### config.mk
export PLATFORM = sky130hd
export DESIGN_NAME = imm_gen_pipe
export DESIGN_NICKNAME = d
export VERILOG_FILES = /design/src/rtl/imm_gen_pipe.sv
export SDC_FILE = /design/constraint.sdc
export NUM_CORES = 1
export LEC_CHECK = 0
export ABC_CLOCK_PERIOD_IN_PS = 2100
export CAP_MARGIN = 10
export CORE_MARGIN = 2
export CORE_UTILIZATION = 30
export DETAILED_ROUTE_END_ITERATION = 12
export PLACE_DENSITY = 0.49
export SYNTH_ARGS = -nofsm -noshare
export SYNTH_HDL_FRONTEND = slang
export SYNTH_SLANG_ARGS = --single-unit
### constraint.sdc
create_clock -name clk -period 2.1 [get_ports clk]
set_input_delay 0.42 -clock clk [delete_from_list [all_inputs] [get_ports clk]]
set_output_delay 0.42 -clock clk [all_outputs]
set_load 0.03 [all_outputs]
### src/rtl/imm_gen_pipe.sv
// rtl/imm_gen_pipe.sv - RV32I immediate decoder feeding a small in-order output queue
//
// Purpose:
//   Decodes the immediate of a 32-bit RV32I instruction word (I, shift-amount I,
//   S, B, U, J; R gives 0) and sign-extends it to DATA_W. Each decoded result is
//   pushed into a DEPTH-entry FIFO so that fetch/decode and execute can stall
//   independently. A saturating counter records how many illegal words were
//   accepted.
//
// Parameters:
//   INST_W    - instruction width, fixed at 32
//   DATA_W    - immediate width, >= 32, sign-extended from inst_in[31]
//   DEPTH     - queue entries, power of two, >= 2
//   ILL_CNT_W - width of the illegal-instruction counter
//
// Ports:
//   clk          in   clock, rising edge
//   rst_n        in   asynchronous active-low reset
//   flush        in   synchronous queue clear, wins over accept and pop
//   in_valid     in   inst_in is valid
//   in_ready     out  queue has room (registered count only)
//   inst_in      in   instruction word
//   out_valid    out  head entry valid
//   out_ready    in   consumer takes the head entry
//   imm_out      out  head immediate (0 when empty)
//   fmt_out      out  head format: 0 R, 1 I, 2 S, 3 B, 4 U, 5 J, 7 illegal
//   illegal_out  out  head entry is an illegal encoding
//   ill_cnt      out  saturating count of accepted illegal words

module imm_gen_pipe #(
    parameter int INST_W    = 32,
    parameter int DATA_W    = 32,
    parameter int DEPTH     = 4,
    parameter int ILL_CNT_W = 8
) (
    input  logic                 clk,
    input  logic                 rst_n,
    input  logic                 flush,
    input  logic                 in_valid,
    output logic                 in_ready,
    input  logic [INST_W-1:0]    inst_in,
    output logic                 out_valid,
    input  logic                 out_ready,
    output logic [DATA_W-1:0]    imm_out,
    output logic [2:0]           fmt_out,
    output logic                 illegal_out,
    output logic [ILL_CNT_W-1:0] ill_cnt
);

    localparam int PTR_W = (DEPTH > 1) ? $clog2(DEPTH) : 1;
    localparam int CNT_W = PTR_W + 1;

    localparam logic [CNT_W-1:0] CNT_FULL = CNT_W'(DEPTH);
    localparam logic [CNT_W-1:0] CNT_ONE  = CNT_W'(1);
    localparam logic [PTR_W-1:0] PTR_ONE  = PTR_W'(1);

    localparam logic [2:0] FMT_R   = 3'd0;
    localparam logic [2:0] FMT_I   = 3'd1;
    localparam logic [2:0] FMT_S   = 3'd2;
    localparam logic [2:0] FMT_B   = 3'd3;
    localparam logic [2:0] FMT_U   = 3'd4;
    localparam logic [2:0] FMT_J   = 3'd5;
    localparam logic [2:0] FMT_ILL = 3'd7;

    localparam logic [6:0] OP_LOAD   = 7'b0000011;
    localparam logic [6:0] OP_JALR   = 7'b1100111;
    localparam logic [6:0] OP_SYSTEM = 7'b1110011;
    localparam logic [6:0] OP_OPIMM  = 7'b0010011;
    localparam logic [6:0] OP_STORE  = 7'b0100011;
    localparam logic [6:0] OP_BRANCH = 7'b1100011;
    localparam logic [6:0] OP_LUI    = 7'b0110111;
    localparam logic [6:0] OP_AUIPC  = 7'b0010111;
    localparam logic [6:0] OP_JAL    = 7'b1101111;
    localparam logic [6:0] OP_OP     = 7'b0110011;

    // ------------------------------------------------------------------
    // Combinational decode
    // ------------------------------------------------------------------
    logic [31:0]       w_imm32;
    logic [DATA_W-1:0] w_imm;
    logic [2:0]        w_fmt;
    logic              w_ill;
    logic [2:0]        w_funct3;

    assign w_funct3 = inst_in[14:12];

    // Every format is first assembled as a 32-bit signed value; the shift
    // amount case leaves bit 31 clear, so widening by bit 31 also covers zext.
    always_comb begin
        w_imm32 = 32'd0;
        w_fmt   = FMT_ILL;
        w_ill   = 1'b1;
        if (inst_in[1:0] == 2'b11) begin
            case (inst_in[6:0])
                OP_LOAD, OP_JALR, OP_SYSTEM: begin
                    w_imm32 = {{20{inst_in[31]}}, inst_in[31:20]};
                    w_fmt   = FMT_I;
                    w_ill   = 1'b0;
                end
                OP_OPIMM: begin
                    // slli/srli/srai carry only a 5-bit shamt; bit 30 selects
                    // arithmetic vs logical and must not leak into the value.
                    if (w_funct3 == 3'b001 || w_funct3 == 3'b101) begin
                        w_imm32 = {27'd0, inst_in[24:20]};
                    end else begin
                        w_imm32 = {{20{inst_in[31]}}, inst_in[31:20]};
                    end
                    w_fmt = FMT_I;
                    w_ill = 1'b0;
                end
                OP_STORE: begin
                    w_imm32 = {{20{inst_in[31]}}, inst_in[31:25], inst_in[11:7]};
                    w_fmt   = FMT_S;
                    w_ill   = 1'b0;
                end
                OP_BRANCH: begin
                    w_imm32 = {{19{inst_in[31]}}, inst_in[31], inst_in[7],
                               inst_in[30:25], inst_in[11:8], 1'b0};
                    w_fmt   = FMT_B;
                    w_ill   = 1'b0;
                end
                OP_LUI, OP_AUIPC: begin
                    w_imm32 = {inst_in[31:12], 12'd0};
                    w_fmt   = FMT_U;
                    w_ill   = 1'b0;
                end
                OP_JAL: begin
                    w_imm32 = {{11{inst_in[31]}}, inst_in[31], inst_in[19:12],
                               inst_in[20], inst_in[30:21], 1'b0};
                    w_fmt   = FMT_J;
                    w_ill   = 1'b0;
                end
                OP_OP: begin
                    w_imm32 = 32'd0;
                    w_fmt   = FMT_R;
                    w_ill   = 1'b0;
                end
                default: begin
                    w_imm32 = 32'd0;
                    w_fmt   = FMT_ILL;
                    w_ill   = 1'b1;
                end
            endcase
        end
    end

    always_comb begin
        w_imm       = {DATA_W{w_imm32[31]}};
        w_imm[31:0] = w_imm32;
    end

    // ------------------------------------------------------------------
    // Output queue
    // ------------------------------------------------------------------
    logic [DATA_W-1:0]    r_imm_q [DEPTH];
    logic [2:0]           r_fmt_q [DEPTH];
    logic                 r_ill_q [DEPTH];
    logic [PTR_W-1:0]     r_wr_ptr;
    logic [PTR_W-1:0]     r_rd_ptr;
    logic [CNT_W-1:0]     r_count;
    logic [ILL_CNT_W-1:0] r_ill_cnt;

    logic w_push;
    logic w_pop;

    // in_ready comes from the registered count only; gating with rst_n keeps
    // it low for the whole time reset is held.
    assign in_ready  = rst_n && (r_count < CNT_FULL);
    assign out_valid = (r_count != '0);

    // Flush suppresses both sides, so a dropped input never reaches the
    // storage or the illegal counter.
    assign w_push = in_valid && in_ready && !flush;
    assign w_pop  = out_valid && out_ready && !flush;

    always_ff @(posedge clk or negedge rst_n) begin
        if (!rst_n) begin
            r_wr_ptr <= '0;
            r_rd_ptr <= '0;
            r_count  <= '0;
        end else if (flush) begin
            r_wr_ptr <= '0;
            r_rd_ptr <= '0;
            r_count  <= '0;
        end else begin
            if (w_push) begin
                r_wr_ptr <= r_wr_ptr + PTR_ONE;
            end
            if (w_pop) begin
                r_rd_ptr <= r_rd_ptr + PTR_ONE;
            end
            case ({w_push, w_pop})
                2'b10:   r_count <= r_count + CNT_ONE;
                2'b01:   r_count <= r_count - CNT_ONE;
                default: r_count <= r_count;
            endcase
        end
    end

    // Payload storage needs no reset: entries are only visible through
    // out_valid, which is driven by the reset count.
    always_ff @(posedge clk) begin
        if (w_push) begin
            r_imm_q[r_wr_ptr] <= w_imm;
            r_fmt_q[r_wr_ptr] <= w_fmt;
            r_ill_q[r_wr_ptr] <= w_ill;
        end
    end

    always_ff @(posedge clk or negedge rst_n) begin
        if (!rst_n) begin
            r_ill_cnt <= '0;
        end else if (w_push && w_ill && (r_ill_cnt != {ILL_CNT_W{1'b1}})) begin
            r_ill_cnt <= r_ill_cnt + ILL_CNT_W'(1);
        end
    end

    // Empty queue presents zeros rather than stale payload.
    assign imm_out     = out_valid ? r_imm_q[r_rd_ptr] : '0;
    assign fmt_out     = out_valid ? r_fmt_q[r_rd_ptr] : 3'd0;
    assign illegal_out = out_valid ? r_ill_q[r_rd_ptr] : 1'b0;
    assign ill_cnt     = r_ill_cnt;

endmodule

Yosys cells after proc, flatten, opt, wreduce, memory -nomap -nowiden:

Memories as Yosys holds them, arrays and structs flattened.
Cells that the tools add are included.
W data, S select, Z words.

* logic and storage cells: 64
* register bits after elaboration: 15
* memory bits (writable): 144
* output and inout port bits: 46
* memories kept: 3
* input port bits: 37

* order comparisons: 1
* $add $sub $neg: 5
* eq/ne operators: 16
* reductions and logical operators: 17
* multiplexer cells: 18

Memory list
* r_imm_q: depth 4, width 32, rd ports 1, clocked after Yosys merged registers in 0, wr ports 1, RTL line 155 `logic [DATA_W-1:0] r_imm_q [DEPTH];`
* r_fmt_q: depth 4, width 3, rd ports 1, clocked after Yosys merged registers in 0, wr ports 1, RTL line 156 `logic [2:0] r_fmt_q [DEPTH];`
* r_ill_q: depth 4, width 1, rd ports 1, clocked after Yosys merged registers in 0, wr ports 1, RTL line 157 `logic r_ill_q [DEPTH];`

Operators with widths (number)
* $pmux W32 S6: 1
* $mux W32: 3
* $eq A7 B7 Y1 const B: 4
* $eq A7 B6 Y1 const B: 3
* $pmux W3 S6: 1
* $eq A7 B5 Y1 const B: 2
* $reduce_or A10 Y1: 1
* $mux W3: 3
* $add A8 B1 Y8 const B: 1
* $mux W2: 4
* $ne A8 B8 Y1 const B: 1
* $eq A7 B2 Y1 const B: 1
* $logic_and A1 B1 Y1: 7
* $pmux W3 S2: 1
* $reduce_bool A3 Y1: 2
* $mux W1: 5
* $add A2 B1 Y2 const B: 2
* $eq A2 B2 Y1 const B: 2
* $reduce_bool A2 Y1: 2
* $reduce_or A4 Y1: 1
* $add A3 B1 Y3 const B: 1
* $eq A3 B1 Y1 const B: 1
* $eq A3 B3 Y1 const B: 1
* $lt A3 B3 Y1 const B: 1
* other kinds (6): 6

Logic depth before layout (Yosys ltp):

Gate-level depths: netlist of run 1.

* word-level depth: 7
* gate-level depth with buffers: 7
* mapped depth without buffers: 7

Worst setup path before layout of run 1:

No wires, ideal clock.

* kind: register to register
* start point: register r_count[2]
* end point: memory r_fmt_q[0][0] (enable)
* cell stages (with the launch flop): 5
* period minus slack after synthesis: 2.302 ns
* library setup time: 0.397 ns
* buffers on the path: 1
* arrival time: 1.906 ns
* slack: -0.202 ns
* required time: 1.703 ns
* cells stage by stage: dfrtp_1 -> nand3b_2 -> nor2_1 -> buf_2 -> and2_1

* cells in the longest elaborated chain, start to end: 6

Ends and longest elaborated chain
* start, declared: RTL line 160 `logic [CNT_W-1:0] r_count;`
* start signal, assigned: RTL line 193 `2'b10: r_count <= r_count + CNT_ONE;`
* start signal, assigned: RTL line 194 `2'b01: r_count <= r_count - CNT_ONE;`
* start signal, assigned: RTL line 195 `default: r_count <= r_count;`
* $lt A3 B3 Y1: RTL line 168 `assign in_ready = rst_n && (r_count < CNT_FULL);`
* $logic_and A1 B1 Y1: RTL line 168
* $logic_and A1 B1 Y1 (2 in series): RTL line 173 `assign w_push = in_valid && in_ready && !flush;`
* $mux W1: RTL line 203 `if (w_push) begin`
* $mux W1 (implied by the code): RTL line 205 `r_fmt_q[r_wr_ptr] <= w_fmt;`
* end, declared: RTL line 156

No other way between the ends.

Final worst setup path of run 1:

* start point: register r_rd_ptr[0]
* end point: output port imm_out[21]

* cells in the longest elaborated chain, start to end: 2

Ends and longest elaborated chain
* start, declared: RTL line 159 `logic [PTR_W-1:0] r_rd_ptr;`
* start signal, assigned: RTL line 190 `r_rd_ptr <= r_rd_ptr + PTR_ONE;`
* $mem_v2 Z4 W32
* $mux W32: RTL line 219 `assign imm_out = out_valid ? r_imm_q[r_rd_ptr] : '0;`
* end, declared: RTL line 44 `output logic [DATA_W-1:0] imm_out,`

No other way between the ends.

==> results of run 1 <==
-- layer usage --
layer  up-vias  track usage
met3        10       0.0324
met4         0       0.0354
met2        97        0.250
met5         -            0
li1       1879            -
met1      2152        0.205
-- cells by family after synthesis --
| logic type | share of synthesized area |
|---|---|
| xor gates and xnor gates | 0.0113 |
| DFF | 0.675 |
| and+or+nand+nor | 0.0968 |
| buffers and inverters | 0.0253 |
| AOI/OAI and AO/OA | 0.0519 |
| muxes | 0.128 |
| adders and majority gates | 0.0119 |
-- worst max-delay path, stage by stage, from the launching register on --
cell and delay [ns]:
sky130_fd_sc_hd__dfrtp_2 0.44, sky130_fd_sc_hd__buf_8 0.17, sky130_fd_sc_hd__buf_12 0.14, sky130_fd_sc_hd__mux4_2 0.55
sky130_fd_sc_hd__and2_4 0.17, sky130_fd_sc_hd__buf_6 0.13
-- timing repair --
item,4_1_cts,5_1_grt
buffers inserted,15,3
pin swaps,30,9
gates resized for setup,141,39
hold buffers,0,0
cloned,4,0
endpoints found under the setup margin,38,56
-- power by group --
part / total [mW] / internal [mW] / switching, mW
combinational: 4.24 / 2.18 / 2.06
clock: 3.02 / 1.76 / 1.26
sequential: 3.66 / 3.55 / 0.110
total: 10.9 / 7.49 / 3.43
-- synth_stat cells (6+ instances only) --
library cell,n,share of area
sky130_fd_sc_hd__a21o_1,19,0.020
sky130_fd_sc_hd__buf_2,6,0.0043
sky130_fd_sc_hd__nand3_1,11,0.0079
sky130_fd_sc_hd__nand2_1,12,0.0065
sky130_fd_sc_hd__inv_1,6,0.0032
sky130_fd_sc_hd__buf_6,6,0.0097
sky130_fd_sc_hd__nor2_1,11,0.0059
sky130_fd_sc_hd__mux4_2,36,0.12
sky130_fd_sc_hd__edfxtp_1,144,0.62
sky130_fd_sc_hd__clkbuf_1,7,0.0038
sky130_fd_sc_hd__dfrtp_1,15,0.054
sky130_fd_sc_hd__and2_1,43,0.039
sky130_fd_sc_hd__nor2b_1,8,0.0072
-- sequential cells by signal (all words and copies together), names as in the netlist --
signal    count
r_fmt_q      12
ill_cnt       8
r_count       3
r_rd_ptr      2
r_imm_q     128
r_wr_ptr      2
r_ill_q       4
-- layout make-up --
cell class / instances / area, um2
inverter: 7 / 26.3
tap: 285 / 357
timing repair buffer: 159 / 1710
fill: 2042 / 13100
clock inverter: 15 / 154
multi-input combinational: 214 / 2240
clock buffer: 17 / 425
sequential: 159 / 4700
-- metrics by stage --
stage               cell area [um2]  TNS (ns)  setup WS [ns]
finish                         9620     -8.69         -0.337
global placement               8510    -26.01         -0.246
CTS                            9560    -11.19         -0.405
floorplan                      6970         0         0.0873
detailed placement             8510    -30.47         -0.289
global route                   9620    -10.90         -0.382
-- worst max path at each step --
stage	slack, ns	to	cells past startpoint
after floorplan	0.09	imm_out[15]	4
after global placement	-0.25	r_imm_q[0][3]$_DFFE_PP_	8
after detailed placement	-0.29	r_imm_q[1][2]$_DFFE_PP_	8
after CTS	-0.40	imm_out[10]	5
after global routing	-0.38	imm_out[21]	5
final	-0.34	imm_out[21]	5
==> impl_summary.log, run 1 <==
INFO  metric wl_met1 = 8010 um
INFO  metric failing_checks = setup timing
INFO  metric grt_pass1_wl = 26,600 um
INFO  metric class_of_the_most_critical_hold_timing_path = input port to asynchronous set/reset pin
INFO  metric floorplan.initialDensity = 0.307
INFO  metric die_height = 156 um
INFO  metric tcrit_tclk_final = 1.16
INFO  metric irDropWorstVdd = 0.000573 V
INFO  metric post_synth.cell_area_avg = 17.4 um2
INFO  metric r2r_end = r_count[1]$_DFFE_PN0P_
INFO  metric post_route_cells_drive_above_1_share = 0.440
INFO  metric placementRows = 55
INFO  metric design.die.area = 24,400 um2
INFO  metric sequential_to_total_area_share_from_yosys_stat = 0.675
INFO  metric final-instance-count-excl-fill = 856
INFO  metric worst_setup_sp_type = flip-flop
INFO  metric h_tree_levels = 4
INFO  metric highest-signal-layer = met4
INFO  metric drtPass1Iterations = 4
INFO  metric synth_cell_types = 53
INFO  metric dr_total_vias = 4,138
INFO  metric route.detailed.drc = 0
INFO  metric cts.sinks = 159
INFO  metric drtIter0Drc = 208
INFO  metric arrival_time_of_the_worst_setup_path = 2.02 ns
INFO  metric dp_hpwl = 11,300 um
INFO  metric synth_top_flop_cell = sky130_fd_sc_hd__edfxtp_1
INFO  metric coreArea = 22,700 um2
INFO  metric number_of_cells_on_the_worst_reg_to_reg_path = 8
INFO  metric critPathRequiredTime = 1.68 ns
INFO  metric final_nets = 601
INFO  metric hold_slack = 0.375 ns
INFO  metric mostFrequentLayoutCells = sky130_fd_sc_hd__edfxtp_1 (144), sky130_fd_sc_hd__buf_4 (51), sky130_fd_sc_hd__clkdlybuf4s50_1 (44)
INFO  metric timing.final.crit_period = 2.44 ns
INFO  metric timing.final.setup_violations = 36
INFO  metric vias_in_the_first_global_route = 4,329
INFO  metric layout_skew = 0.00810 ns
INFO  metric synth.ff_latch_count = 159
INFO  metric worst-slew-pin-transition = 0.363 ns
INFO  metric cts-buffers-inserted = 17
INFO  metric endpoint_kind = output pin
INFO  metric port_buffers = 82
INFO  metric route.detailed.wl_per_inst = 20.7 um
INFO  metric max-slew-margin-rel = 0.755
INFO  metric clk_latency = 0.42 ns
INFO  metric final_wirelength = 17,700 um
INFO  metric cts_tree = done
INFO  metric final-max-slew-violation-count = 0
INFO  metric power.density = 1140 nW/um2
INFO  metric floorplan.io_pins = 83
INFO  metric met2_length = 8660 um
INFO  metric final_critical_path_setup_slack = -0.337 ns
INFO  metric grt.total_usage = 0.151
INFO  metric worst-path-max-fanout = 6
INFO  metric setup.reg_to_reg.worst_slack = 0.02 ns
INFO  metric path_class = flip-flop to output pin
INFO  metric layout_commonest_cell = sky130_fd_sc_hd__edfxtp_1
INFO  metric grt_antenna_before_repair = 0
INFO  metric dpl.cell_count = 804
INFO  metric final_design_utilization = 0.424
INFO  metric syn_to_final_growth = 38.1%
INFO  metric status = finished with violations
INFO  metric postSynthCellCount = 401
INFO  metric insertedDiodeCount = 0
INFO  metric asyncSetResetFlopFracSynth = 0.0943
INFO  metric clk_pin_slew_worst_paths = 0.06 ns
INFO  metric worst_r2r_src = r_count[2]$_DFFE_PN0P_
INFO  metric die_x = 156 um
INFO  metric fmax = 410 MHz
INFO  metric clock_path_buffers = 2
INFO  metric total_power = 10.9 mW
INFO  metric grt_overflow_total = 0
INFO  metric cap_viol_max_count = 0
INFO  metric route.antenna.remaining_nets = 0
INFO  metric ys.warnings.count = 0
INFO  metric synth-edff-count = 144
INFO  metric place.gp.congestion = 0.751
INFO  metric route.met3.wl = 885 um
INFO  metric cellLeakagePower = 3.57 nW
INFO  metric pin_count_of_the_biggest_net_entering_global_routing = 28
INFO  metric crit_path_start = r_rd_ptr[0]$_DFFE_PN0P_
INFO  metric rsz0062_at_grt = true
INFO  metric ctsRootBufferMaster = sky130_fd_sc_hd__clkbuf_16
INFO  metric finalHoldViolCount = 0
INFO  metric syn-num-nets = 444
INFO  metric dr_vias_cell = 4.83
INFO  metric syn-cell-area = 6960 um2
No activity file was read; power rests on OpenSTA's default activity.
==> run 2, diff against run 1 <==
--- a/config.mk
+++ b/config.mk
@@ -9,6 +9,7 @@
 export CAP_MARGIN = 10
 export CORE_MARGIN = 2
 export CORE_UTILIZATION = 30
+export CTS_CLUSTER_DIAMETER = 80
 export DETAILED_ROUTE_END_ITERATION = 12
 export PLACE_DENSITY = 0.49
 export SYNTH_ARGS = -nofsm -noshare
==> results of run 2 <==
No change in the layout: final DEF, timing and power equal those of run 1.
==> run 3, diff against run 2 <==
==> config.mk (replaced) <==
export PLATFORM = sky130hd
export DESIGN_NAME = imm_gen_pipe
export DESIGN_NICKNAME = d
export VERILOG_FILES = /design/src/rtl/imm_gen_pipe.sv
export SDC_FILE = /design/constraint.sdc
export NUM_CORES = 1
export LEC_CHECK = 0
export ABC_CLOCK_PERIOD_IN_PS = 2300
export CAP_MARGIN = 10
export CORE_MARGIN = 2
export CORE_UTILIZATION = 38
export CTS_CLUSTER_DIAMETER = 80
export DETAILED_ROUTE_END_ITERATION = 12
export PLACE_DENSITY = 0.57
export SYNTH_ARGS = -nofsm -noshare
export SYNTH_HDL_FRONTEND = slang
export SYNTH_SLANG_ARGS = --single-unit
==> constraint.sdc (replaced) <==
create_clock -name clk -period 2.3 [get_ports clk]
set_input_delay 0.46 -clock clk [delete_from_list [all_inputs] [get_ports clk]]
set_output_delay 0.46 -clock clk [all_outputs]
set_load 0.03 [all_outputs]
==> run 3 against run 2 <==
The run still ends with setup timing left; count of clock-buffer cells in the layout is 1 higher; core utilization is 9.4 points higher; global-route usage is 1.7 points higher; clock power is 16% lower; largest cell class unchanged.
==> impl_summary.log, run 3 (same netlist as run 1, synthesis figures left out) <==
INFO  metric place.gp.congestion = 0.760
INFO  metric finalHoldViolCount = 0
INFO  metric cellLeakagePower = 3.41 nW
INFO  metric die_height = 139 um
INFO  metric syn_to_final_growth = 33.5%
INFO  metric placedInstanceArea = 8510 um2
INFO  metric worst_setup_sp_type = flip-flop
INFO  metric ctsRootBufferMaster = sky130_fd_sc_hd__clkbuf_16
INFO  metric floorplan.initialDensity = 0.388
INFO  metric hold_slack = 0.421 ns
INFO  metric clk_latency = 0.42 ns
INFO  metric largest_register_ffs = 128
INFO  metric fmax = 406 MHz
INFO  metric worst_r2r_src = r_count[0]$_DFFE_PN0P_
INFO  metric worst_path_largest_cell_delay = 0.58 ns
INFO  metric coreArea = 18,000 um2
INFO  metric fin_setup_tns = -3.18 ns
INFO  metric mostFrequentLayoutCells = sky130_fd_sc_hd__edfxtp_1 (144), sky130_fd_sc_hd__clkdlybuf4s50_1 (44), sky130_fd_sc_hd__mux4_2 (36), sky130_fd_sc_hd__and2_4 (36), sky130_fd_sc_hd__buf_4 (33)
INFO  metric grt_antenna_before_repair = 0
INFO  metric h_tree_levels = 4
INFO  metric crit_path_start = r_rd_ptr[0]$_DFFE_PN0P_
INFO  metric power.density = 1020 nW/um2
INFO  metric final-instance-count-excl-fill = 767
INFO  metric tcrit_tclk_final = 1.07
INFO  metric drtIter0Drc = 316
INFO  metric dpl.cell_count = 730
INFO  metric cts.sinks = 159
INFO  metric final_critical_path_setup_slack = -0.161 ns
INFO  metric finish.instance_area = 9300 um2
INFO  metric layout_commonest_cell = sky130_fd_sc_hd__edfxtp_1
INFO  metric vias_in_the_first_global_route = 4,284
INFO  metric worst-path-max-fanout = 14
INFO  metric final_nets = 569
INFO  metric pin_count_of_the_biggest_net_entering_global_routing = 32
INFO  metric drtPass1Iterations = 4
INFO  metric cts_tree = done
INFO  metric route.antenna.remaining_nets = 0
INFO  metric class_of_the_most_critical_hold_timing_path = input port to asynchronous set/reset pin
INFO  metric grt.total_usage = 0.168
INFO  metric dr_vias_cell = 5.19
INFO  metric final_design_utilization = 0.518
INFO  metric path_class = flip-flop to output pin
INFO  metric wl_met1 = 7080 um
INFO  metric route.detailed.wl_per_inst = 20.3 um
INFO  metric grt_overflow_total = 0
INFO  metric critPathMostFrequentCell = sky130_fd_sc_hd__buf_12
INFO  metric route.met3.wl = 665 um
INFO  metric arrival_time_of_the_worst_setup_path = 2.00 ns
INFO  metric design.die.area = 19,400 um2
INFO  metric irDropWorstVdd = 0.000799 V
INFO  metric clk_pin_slew_worst_paths = 0.07 ns
INFO  metric post_route_cells_drive_above_1_share = 0.388
INFO  metric grt_pass1_wl = 24,500 um
INFO  metric top_register = r_imm_q
INFO  metric crit_path_top_delay_cell = sky130_fd_sc_hd__mux4_2
INFO  metric critPathRequiredTime = 1.84 ns
INFO  metric total_power = 9.48 mW
INFO  metric cts_hold_repair.buffers = 0
INFO  metric clock_path_buffers = 2
INFO  metric endpoint_kind = output pin
INFO  metric layout_skew = 0.0132 ns
INFO  metric status = finished with violations
INFO  metric worst_case_setup_slack_after_placement = -0.217 ns
INFO  metric timing.final.crit_period = 2.46 ns
INFO  metric dp_hpwl = 10,400 um
INFO  metric cap_viol_max_count = 0
INFO  metric dr_total_vias = 3,983
INFO  metric timing.final.setup_violations = 36
INFO  metric port_buffers = 82
INFO  metric met2_length = 7690 um
INFO  metric rsz0062_at_grt = true
INFO  metric cts-buffers-inserted = 17
INFO  metric max-slew-margin-rel = 0.550
INFO  metric route.detailed.drc = 0
INFO  metric highest-signal-layer = met4
INFO  metric failing_checks = setup timing
INFO  metric final-max-slew-violation-count = 0
INFO  metric placementRows = 49
INFO  metric cell_by_cell_listing_of_the_critical_path = buf_12, mux4_2, and2_4, buf_12
INFO  metric insertedDiodeCount = 0
INFO  metric worst-slew-pin-transition = 0.675 ns
INFO  metric floorplan.io_pins = 83
INFO  metric die_x = 139 um
INFO  metric final_wirelength = 15,600 um
run 3: cell count changes in the layout (fill, tap and decap cells not counted), sizes merged:
cell         previous run  this run
or3                     4         2
bufinv                  2         0
clkinvlp                1         2
buf                   115        84
clkbuf                 17        18
dlygate4sd2             0         1
clkinv                  6         5
run 3: critical path, delay by kind of cell, from the launching register on:
kind / cells / cell delay, ns
buffers and inverters: 2 / 0.34
muxes: 1 / 0.58
and+or+nand+nor: 1 / 0.20
DFF: 1 / 0.45
run 3: metal layers:
metal  global-route usage  vias up
li1                     -     1817
met1                0.232     2048
met2                0.271      105
met3               0.0375       13
met4               0.0478        0
met5                    0        -
run 3: timing repair:
| item | in CTS | in global routing |
|---|---|---|
| cloned | 2 | 0 |
| setup buffers | 4 | 0 |
| resized for setup | 59 | 0 |
| pin swaps | 2 | 0 |
| setup endpoints to repair | 37 | 36 |
| hold endpoints to repair | 0 | 0 |
run 3: final cells by class:
class                   instances  area [um2]
multi-input cells             212        2180
well taps                     229         287
flip-flops and latches        159        4700
repair buffers                129        1570
fillers                      1460        8660
clock inverters                13         108
inverters                       7        26.3
clock buffers                  18         429
run 3: worst paths after layout:
kind                                            to  slack (ns)  depth (start not counted)
setup / recovery                        fmt_out[0]       -0.16                          4
hold / removal              r_count[2]$_DFFE_PN0P_        0.42                          2
setup reg to reg            r_count[2]$_DFFE_PN0P_        0.19                          8
hold reg to reg             ill_cnt[5]$_DFFE_PN0P_        0.53                          1
max in group asynchronous  r_rd_ptr[0]$_DFFE_PN0P_        1.68                          2
min in group clk            ill_cnt[5]$_DFFE_PN0P_        0.53                          1
run 3: power breakdown:
part           internal, mW  switching [mW]
Sequential             3.24           0.107
Clock                  1.40            1.15
Combinational          1.91            1.68
Total                  6.54            2.94
